===== src/rtl/split_pipelined_subtractor_pkg.sv =====
// Shared widths and record types for the split pipelined subtractor.
// The default datapath width lives here so the top and its users agree on it.
package split_sub_pkg;

  localparam int SUB_W    = 32;
  localparam int SUB_LO_W = SUB_W / 2;
  localparam int SUB_HI_W = SUB_W - SUB_LO_W;

  typedef logic [SUB_W-1:0]    w_t;
  typedef logic [SUB_LO_W-1:0] lo_t;
  typedef logic [SUB_HI_W-1:0] hi_t;

  typedef struct packed {
    lo_t  diff;
    logic borrow;
    hi_t  a_hi;
    hi_t  b_hi;
  } s0_t;

  typedef struct packed {
    logic bout;
    w_t   y;
  } result_t;

endpackage


===== src/rtl/split_pipelined_subtractor_sub_slice.sv =====
// Combinational N-bit subtractor with borrow-in and borrow-out.
// The extra top bit of the widened difference is the borrow-out.
module sub_slice #(
  parameter int N = 16
) (
  input  logic [N-1:0] i_a,
  input  logic [N-1:0] i_b,
  input  logic         i_bin,
  output logic [N-1:0] o_d,
  output logic         o_bout
);

  logic [N:0] w_full;

  assign w_full         = {1'b0, i_a} - {1'b0, i_b} - {{N{1'b0}}, i_bin};
  assign {o_bout, o_d}  = w_full;

endmodule


===== src/rtl/split_pipelined_subtractor.sv =====
// Two-stage W-bit subtractor: low half plus its borrow in stage 0, high half in stage 1.
// Handshake: a side transfers on vld & rdy; in_rdy is combinational from out_rdy.
module split_pipelined_subtractor
  import split_sub_pkg::*;
#(
  parameter int W = SUB_W
) (
  input  logic         clk,
  input  logic         rst_n,
  input  logic         in_vld,
  output logic         in_rdy,
  input  logic [W-1:0] in_a,
  input  logic [W-1:0] in_b,
  input  logic         in_bin,
  output logic         out_vld,
  input  logic         out_rdy,
  output logic [W-1:0] out_y,
  output logic         out_bout
);

  localparam int LO_W = W / 2;
  localparam int HI_W = W - LO_W;

  if (((W % 2) != 0) || (W < 2)) begin : g_bad_width
    $error("split_pipelined_subtractor: W must be even and at least 2");
  end

  logic            r_s0_vld;
  logic [LO_W-1:0] r_s0_diff;
  logic            r_s0_borrow;
  logic [HI_W-1:0] r_s0_a_hi;
  logic [HI_W-1:0] r_s0_b_hi;
  logic            r_s1_vld;
  logic [W-1:0]    r_y;
  logic            r_bout;

  logic            w_en0;
  logic            w_en1;
  logic [LO_W-1:0] w_lo_diff;
  logic            w_lo_borrow;
  logic [HI_W-1:0] w_hi_diff;
  logic            w_hi_borrow;

  assign w_en1  = !r_s1_vld || out_rdy;
  assign w_en0  = !r_s0_vld || w_en1;
  assign in_rdy = w_en0;

  sub_slice #(.N(LO_W)) u_lo (
    .i_a    (in_a[LO_W-1:0]),
    .i_b    (in_b[LO_W-1:0]),
    .i_bin  (in_bin),
    .o_d    (w_lo_diff),
    .o_bout (w_lo_borrow)
  );

  // High half consumes the registered low-half borrow, breaking the carry chain.
  sub_slice #(.N(HI_W)) u_hi (
    .i_a    (r_s0_a_hi),
    .i_b    (r_s0_b_hi),
    .i_bin  (r_s0_borrow),
    .o_d    (w_hi_diff),
    .o_bout (w_hi_borrow)
  );

  always_ff @(posedge clk or negedge rst_n) begin
    if (!rst_n) begin
      r_s0_vld    <= 1'b0;
      r_s0_diff   <= '0;
      r_s0_borrow <= 1'b0;
      r_s0_a_hi   <= '0;
      r_s0_b_hi   <= '0;
    end else if (w_en0) begin
      r_s0_vld <= in_vld;
      if (in_vld) begin
        r_s0_diff   <= w_lo_diff;
        r_s0_borrow <= w_lo_borrow;
        r_s0_a_hi   <= in_a[W-1:LO_W];
        r_s0_b_hi   <= in_b[W-1:LO_W];
      end
    end
  end

  always_ff @(posedge clk or negedge rst_n) begin
    if (!rst_n) begin
      r_s1_vld <= 1'b0;
      r_y      <= '0;
      r_bout   <= 1'b0;
    end else if (w_en1) begin
      r_s1_vld <= r_s0_vld;
      if (r_s0_vld) begin
        r_y    <= {w_hi_diff, r_s0_diff};
        r_bout <= w_hi_borrow;
      end
    end
  end

  assign out_vld  = r_s1_vld;
  assign out_y    = r_y;
  assign out_bout = r_bout;

endmodule


===== config.mk =====
export PLATFORM = sky130hd
export DESIGN_NAME = split_pipelined_subtractor
export DESIGN_NICKNAME = d
export VERILOG_FILES = /design/src/rtl/split_pipelined_subtractor_pkg.sv /design/src/rtl/split_pipelined_subtractor_sub_slice.sv /design/src/rtl/split_pipelined_subtractor.sv
export SDC_FILE = /design/constraint.sdc
export NUM_CORES = 1
export LEC_CHECK = 0
export CAP_MARGIN = 5
export CORE_MARGIN = 2
export CORE_UTILIZATION = 30
export CTS_CLUSTER_SIZE = 14
export DETAILED_ROUTE_END_ITERATION = 12
export GPL_TIMING_DRIVEN = 0
export MAX_ROUTING_LAYER = met4
export SYNTH_ARGS = -nofsm -noshare
export SYNTH_HDL_FRONTEND = slang
export SYNTH_SLANG_ARGS = --single-unit

===== constraint.sdc =====
create_clock -name clk -period 7.2 [get_ports clk]
set_input_delay 1.44 -clock clk [delete_from_list [all_inputs] [get_ports clk]]
set_output_delay 1.44 -clock clk [all_outputs]
set_load 0.03 [all_outputs]

==> run metrics, run 1 <==
status=finished clean; Initial Util=30.8%; CP Buf/Inv Count=2; Synth Area in Simple Gates=19.1%; Least-Margin Pin Slew=0.847 ns; clock tree root buffer cell=clkbuf_16; Leak Pwr=3.39 nW; type of the worst setup path=in -> out; Reg area=2100 sq um; Inst Count DP=968; Multi-input gate area=2750 sq um; Seq cells post-synth=84; Synth Area in Compound Gates=13.4%; Syn Nets=772; core region area=17300 sq um; clk_lat worst skew=0.33 ns; CP endpoint kind=primary output; Cell Area, Synth=5320 sq um; Max IR drop VDD=0.161 mV; Critical Path Slowest Stage Cell=clkdlybuf4s50_1; post-CTS setup buffer count=0; Die H=137 um; GPL Wtd Cong=0.791; # DRC=0; post-DP HPWL=10000 um; Rows=48; hold_buf cts=0; most common cell type on the critical path=clkdlybuf4s50_1; Overflow after GRT=0; DR iter-0 viols=185; Horiz. Die Dim=137 um; placed inst area=6660 sq um; I/O pins=104; layout filler cell count=1793; Total Routed Length=12400 um; CTS Buffer Depth=2; fin cells=984; post_cts resized=0; top-count cell post-synth=nand2_1; ys flop type=dfrtp_1; Yosys warning count=0; CTS tree=built; setup TNS=0 ns; type of the most critical hold path=reg -> reg; Synth top area share=39.5%; CTS clk-pin slew, worst paths=0.06 ns; unrepaired setup endpoints after global routing=no; Antenna Nets Post-Route=0; Period Utilization, post-route=60.4%; Synth async-reset ratio=100%; WHS=0.458 ns; die footprint=18800 sq um; DR vias=4351; WP data arrival=2.91 ns; mux cell area share after synthesis=0%; Final Hold Vio Count=0; worst-path fanout max=4; Yosys top cell by area=dfrtp_1; cts bufs inserted=9; pin count of the biggest net entering global routing=66; CP Cell Sequence=clkdlybuf4s50_1 > nand3b_1 > clkdlybuf4s50_1; combinational family with the most area after synthesis=simple AND/OR/NAND/NOR gates; detailed-router iteration count before antenna repair=7; xor/xnor share of the synthesized area=3.62%; fmax=230 MHz; vias in the first global route=4227; H-tree lvl count=3; Clock Sinks=84; # nets final=887; distinct cell type count after synthesis=48; clk_skew=0.00584 ns; Max Cap Violations=0; adder-cell share of the synthesized area=15.6%; Gate Count Post-Synth=639; area grow syn2layout=31.7%; vias per inst=4.42; fin util=40.5%; Syn Area/Cell=8.33 sq um; Synth area leaders=dfrtp_1, ha_1, nand2_1; Power Dens Cells=304 nW/um^2; first-pass GRT wire length=20600 um; layout cells sized above 1=3.29%; DR WL/cell=12.6 um; global-route usage over all layers=14.5%; Antenna diodes=0; required time of the critical path=5.76 ns; Design Area, Final=7010 sq um; Slew HR=42.1%; Final Max Tran Viols=0; minimum clock period=4.35 ns; crit-path leading delay family=buffers and inverters; Post-synth EDFFs=0; Finish-stage setup viols=0; Synth top cells by count=nand2_1, inv_1, dfrtp_1; Worst Setup Start Kind=input port; initial antenna violation count=0; quantity of I/O buffers inserted on ports=103; Largest stage delay, worst path=0.74 ns; register area share after synthesis=39.5%
## worst reg2reg max path, delay by kind of cell, from the launching register on
kind / cells / cell delay (ns)
adder cells (fa/ha/maj): 2 / 0.76
AND/OR/NAND/NOR: 2 / 0.34
buffers and inverters: 1 / 0.06
AO/OA/AOI/OAI: 4 / 1.31
flip-flops: 1 / 0.35
## through the flow
stage          setup slack (ns)  total power [mW]
6_report                   2.85              2.13
5_1_grt                    2.78              2.30
4_1_cts                    2.83              2.16
3_5_place_dp               2.85              1.61
3_3_place_gp               1.57              1.60
2_1_floorplan              3.58              1.28
## layout make-up
cell class / instances / area share [%]
flip-flops and latches: 84 / 30.0
clock buffers: 12 / 3.66
inverters: 99 / 5.30
well taps: 225 / 4.02
plain buffers: 23 / 1.34
multi-input cells: 433 / 39.3
repair buffers: 104 / 15.1
clock inverters: 4 / 1.36
## placed cells by master (no fill, tap or decap), types with 7 or more instances in the layout
cell             instances
a21oi_1                 19
o21ai_0                 50
clkbuf_16                9
nand3_1                  8
a21o_1                   7
xor2_1                   8
clkbuf_1                18
nand2b_1                 7
clkdlybuf4s50_1        102
nand2_1                158
nor2_1                  19
ha_1                    60
xnor2_1                 14
nor3_1                  11
inv_1                   99
dfrtp_1                 84
## power by group
group          leakage [nW]  total [mW]  internal [mW]  switching (mW)
Combinational          2.19       0.928          0.401           0.528
Sequential             1.03       0.663          0.598          0.0659
Clock                 0.173       0.541          0.358           0.184
Total                  3.39        2.13           1.36           0.777
## state kept, by name, summed over array words and instances, names as in the netlist
| signal | flops |
|---|---|
| out_vld | 1 |
| out_y | 32 |
| out_bout | 1 |
| r_s0_diff | 16 |
| r_s0_borrow | 1 |
| r_s0_a_hi | 16 |
| r_s0_vld | 1 |
| r_s0_b_hi | 16 |
## cell families after synthesis
logic type / Yosys count
AND/OR/NAND/NOR: 233
buffers and inverters: 122
AO/OA/AOI/OAI: 114
flip-flops: 84
adder cells (fa/ha/maj): 64
XOR/XNOR: 22
## path summary, 6_finish.rpt
| check | from | to | slack, ns | cells past startpoint |
|---|---|---|---|---|
| min in group asynchronous | rst_n | out_y[18] | 0.98 | 1 |
| max | out_rdy | in_rdy | 2.85 | 3 |
| max reg2reg | r_s0_borrow | out_y[31] | 4.29 | 9 |
| max in group asynchronous | rst_n | out_vld | 5.62 | 2 |
| min reg2reg | r_s0_diff[12] | out_y[12] | 0.46 | 2 |
| min | r_s0_diff[12] | out_y[12] | 0.46 | 2 |
## per-layer routing
metal	track usage (%)	vias to the layer above	routed length, um
met5	-	-	0
met4	3.61	0	82
met3	2.48	6	423
met2	24.4	79	6080
met1	18.1	1950	5800
li1	-	2316	-
(Power assumes the default switching activity.)
==> run 2: changes to the inputs <==
==> constraint.sdc (replaced) <==
create_clock -name clk -period 3.8 [get_ports clk]
set_input_delay 0.76 -clock clk [delete_from_list [all_inputs] [get_ports clk]]
set_output_delay 0.76 -clock clk [all_outputs]
set_load 0.03 [all_outputs]
==> results of run 2 <==
Same layout as run 1 (identical final DEF). Status: finished clean.
Among the figures that moved: setup slack after placement 2.85 ns -> 0.148 ns; setup slack after layout 2.85 ns -> 0.498 ns; hold slack 0.458 ns -> 0.303 ns; start point of the critical path out_rdy -> in_b[0]; end point of the critical path in_rdy -> r_s0_diff[15]; register-to-register setup slack 4.29 ns -> 0.89 ns; total power 2.13 mW -> 4.04 mW; worst IR drop on VDD 0.161 mV -> 0.305 mV
==> run 3: changes to the inputs <==
--- a/config.mk
+++ b/config.mk
@@ -6,7 +6,7 @@
 export NUM_CORES = 1
 export LEC_CHECK = 0
 export CAP_MARGIN = 5
-export CORE_MARGIN = 2
+export CORE_MARGIN = 5
 export CORE_UTILIZATION = 30
 export CTS_CLUSTER_SIZE = 14
 export DETAILED_ROUTE_END_ITERATION = 12
==> run 3 against run 2 <==
Clock skew is essentially flat. Maximum frequency grew 0.51%. Critical path depth is the same. Cell count is the same. Critical path type unchanged.
==> run metrics, run 3 (synthesized netlist as in run 1, its figures left out) <==
core region area=17400 sq um; part of the power in combinational logic=45.1%; Largest stage delay, worst path=0.46 ns; Leak Pwr=3.36 nW; global-route usage over all layers=13.1%; Least-Margin Pin Slew=0.781 ns; die footprint=20500 sq um; Multi-input gate area=2750 sq um; reg2reg end=out_y[31]; placed inst area=6660 sq um; max reg flops=32; Final Power=3.91 mW; Period Utilization, post-route=86.5%; Antenna diodes=0; Reg area=2100 sq um; post-DP HPWL=10300 um; NetSw=1.48 mW; I/O pins=104; WP depth=11; GR Layer Usage met2=23.2%; DR WL/cell=12.9 um; H-tree lvl count=3; # DRC=0; Inst Count DP=968; minimum clock period=3.29 ns; GPL Wtd Cong=0.839; Slew HR=46.6%; sw frac=37.8%; Final Hold Vio Count=0; cts bufs inserted=9; met1 Track Usage GR=15.4%; Overflow after GRT=0; Critical Path Slowest Stage Cell=a2111oi_4; P_int=2.44 mW; fin cells=984; clock tree root buffer cell=clkbuf_16; Initial Util=30.7%; crit-path leading delay family=simple AND/OR/NAND/NOR gates; fmax=304 MHz; layout filler cell count=1795; leading cell types in the layout, fill and taps excluded=nand2_1, clkdlybuf4s50_1, inv_1, dfrtp_1, ha_1; met3 Resource Use GR=2.78%; Clock Sinks=84; hold_buf cts=0; DR vias=4413; Antenna Nets Post-Route=0; type of the worst setup path=in -> reg; post-CTS setup buffer count=0; CP Buf/Inv Count=3; layout cells sized above 1=3.29%; first-pass GRT wire length=20900 um; vias in the first global route=4396; Final Max Tran Viols=0; CTS clk-pin slew, worst paths=0.06 ns; pin count of the biggest net entering global routing=67; clk_lat worst skew=0.33 ns; DR iter-0 viols=199; setup TNS=0 ns; area grow syn2layout=30.9%; crit path from=in_b[0]; r2r setup slk=0.98 ns; CP endpoint=r_s0_diff[15]; # nets final=887; worst-path fanout max=5; CTS tree=built; Max Cap Violations=0; vias per inst=4.48; detailed-router iteration count before antenna repair=5; Rows=48; Clock Power Share=22.8%; Total Routed Length=12700 um; quantity of I/O buffers inserted on ports=103; Horiz. Die Dim=143 um; Worst Setup Start Kind=input port; unrepaired setup endpoints after global routing=no; commonest non-fill, non-tap cell in the layout=nand2_1; Die H=143 um; status=finished clean; initial antenna violation count=0; Power Dens Cells=562 nW/um^2; required time of the critical path=4.07 ns; Max IR drop VDD=0.322 mV; WP data arrival=3.55 ns; R2R Path Start=r_s0_borrow; CP endpoint kind=flip-flop; Finish-stage setup viols=0; clk_skew=0.00633 ns; CP Cell Sequence=clkdlybuf4s50_1 > inv_1 > fa_1 > ha_1 > o21ai_1 > a2111oi_4 > a21oi_1 > and3_1 > buf_6 > or4_1 > nand3_1; CTS Buffer Depth=2; type of the most critical hold path=in -> async; Design Area, Final=6960 sq um; register share of total power=32.1%; FF-to-FF path depth=9; post_cts resized=0; gr busiest metal=met2
-- run 3: cell count changes in the layout (fill, tap and decap cells not counted) --
cell / before / now
bufinv_16: 3 / 1
clkinv_2: 1 / 2
clkinvlp_4: 0 / 1
-- run 3: layout make-up --
| cell class | count | area share (%) |
|---|---|---|
| Buffer | 23 | 1.35 |
| Clock buffer | 12 | 3.68 |
| Clock inverter | 4 | 0.683 |
| Inverter | 99 | 5.34 |
| Multi-Input combinational cell | 433 | 39.5 |
| Sequential cell | 84 | 30.2 |
| Tap cell | 225 | 4.04 |
| Timing Repair Buffer | 104 | 15.2 |
-- run 3: worst register-to-register path, cell delays in order, from the launching register on --
cell and delay [ns]:
dfrtp_1 0.35, inv_1 0.06, fa_1 0.47, ha_1 0.29, o21ai_0 0.14, a2111oi_0 0.73, nor2b_1 0.26, o21a_1 0.17
nor3_1 0.05, o31ai_1 0.21
-- run 3: worst min path at each step --
stage                            to  slack, ns  cells after the start
after floorplan            out_y[0]       0.44                      2
final                     out_y[18]       0.31                      1
after global routing      out_y[29]       0.32                      1
after global placement     out_y[9]       0.45                      2
after CTS                 out_y[28]       0.31                      1
after detailed placement  out_y[12]       0.45                      2
-- run 3: per-stage QoR --
stage | hold WS (ns) | setup slack [ns] | utilization, %
after floorplan | 0.439 | 0.858 | -
after global placement | 0.447 | -1.19 | 38.2
final | 0.307 | 0.514 | 40.1
after detailed placement | 0.450 | 0.172 | 38.4
after global routing | 0.321 | 0.419 | 40.1
after CTS | 0.308 | 0.522 | 40.1
-- run 3: power by group through the flow --
stage,registers [mW],clock network [mW],logic [mW]
floorplan,1.53,0,0.892
global placement,1.27,0,1.76
detailed placement,1.28,0,1.78
CTS,1.26,0.915,1.79
global route,1.29,0.957,1.97
finish,1.26,0.894,1.76
-- run 3: layer usage --
metal | up-vias | part of all wire (%)
li1 | 2316 | -
met1 | 1996 | 43
met2 | 91 | 50
met3 | 10 | 5.4
met4 | 0 | 0.94
met5 | - | 0
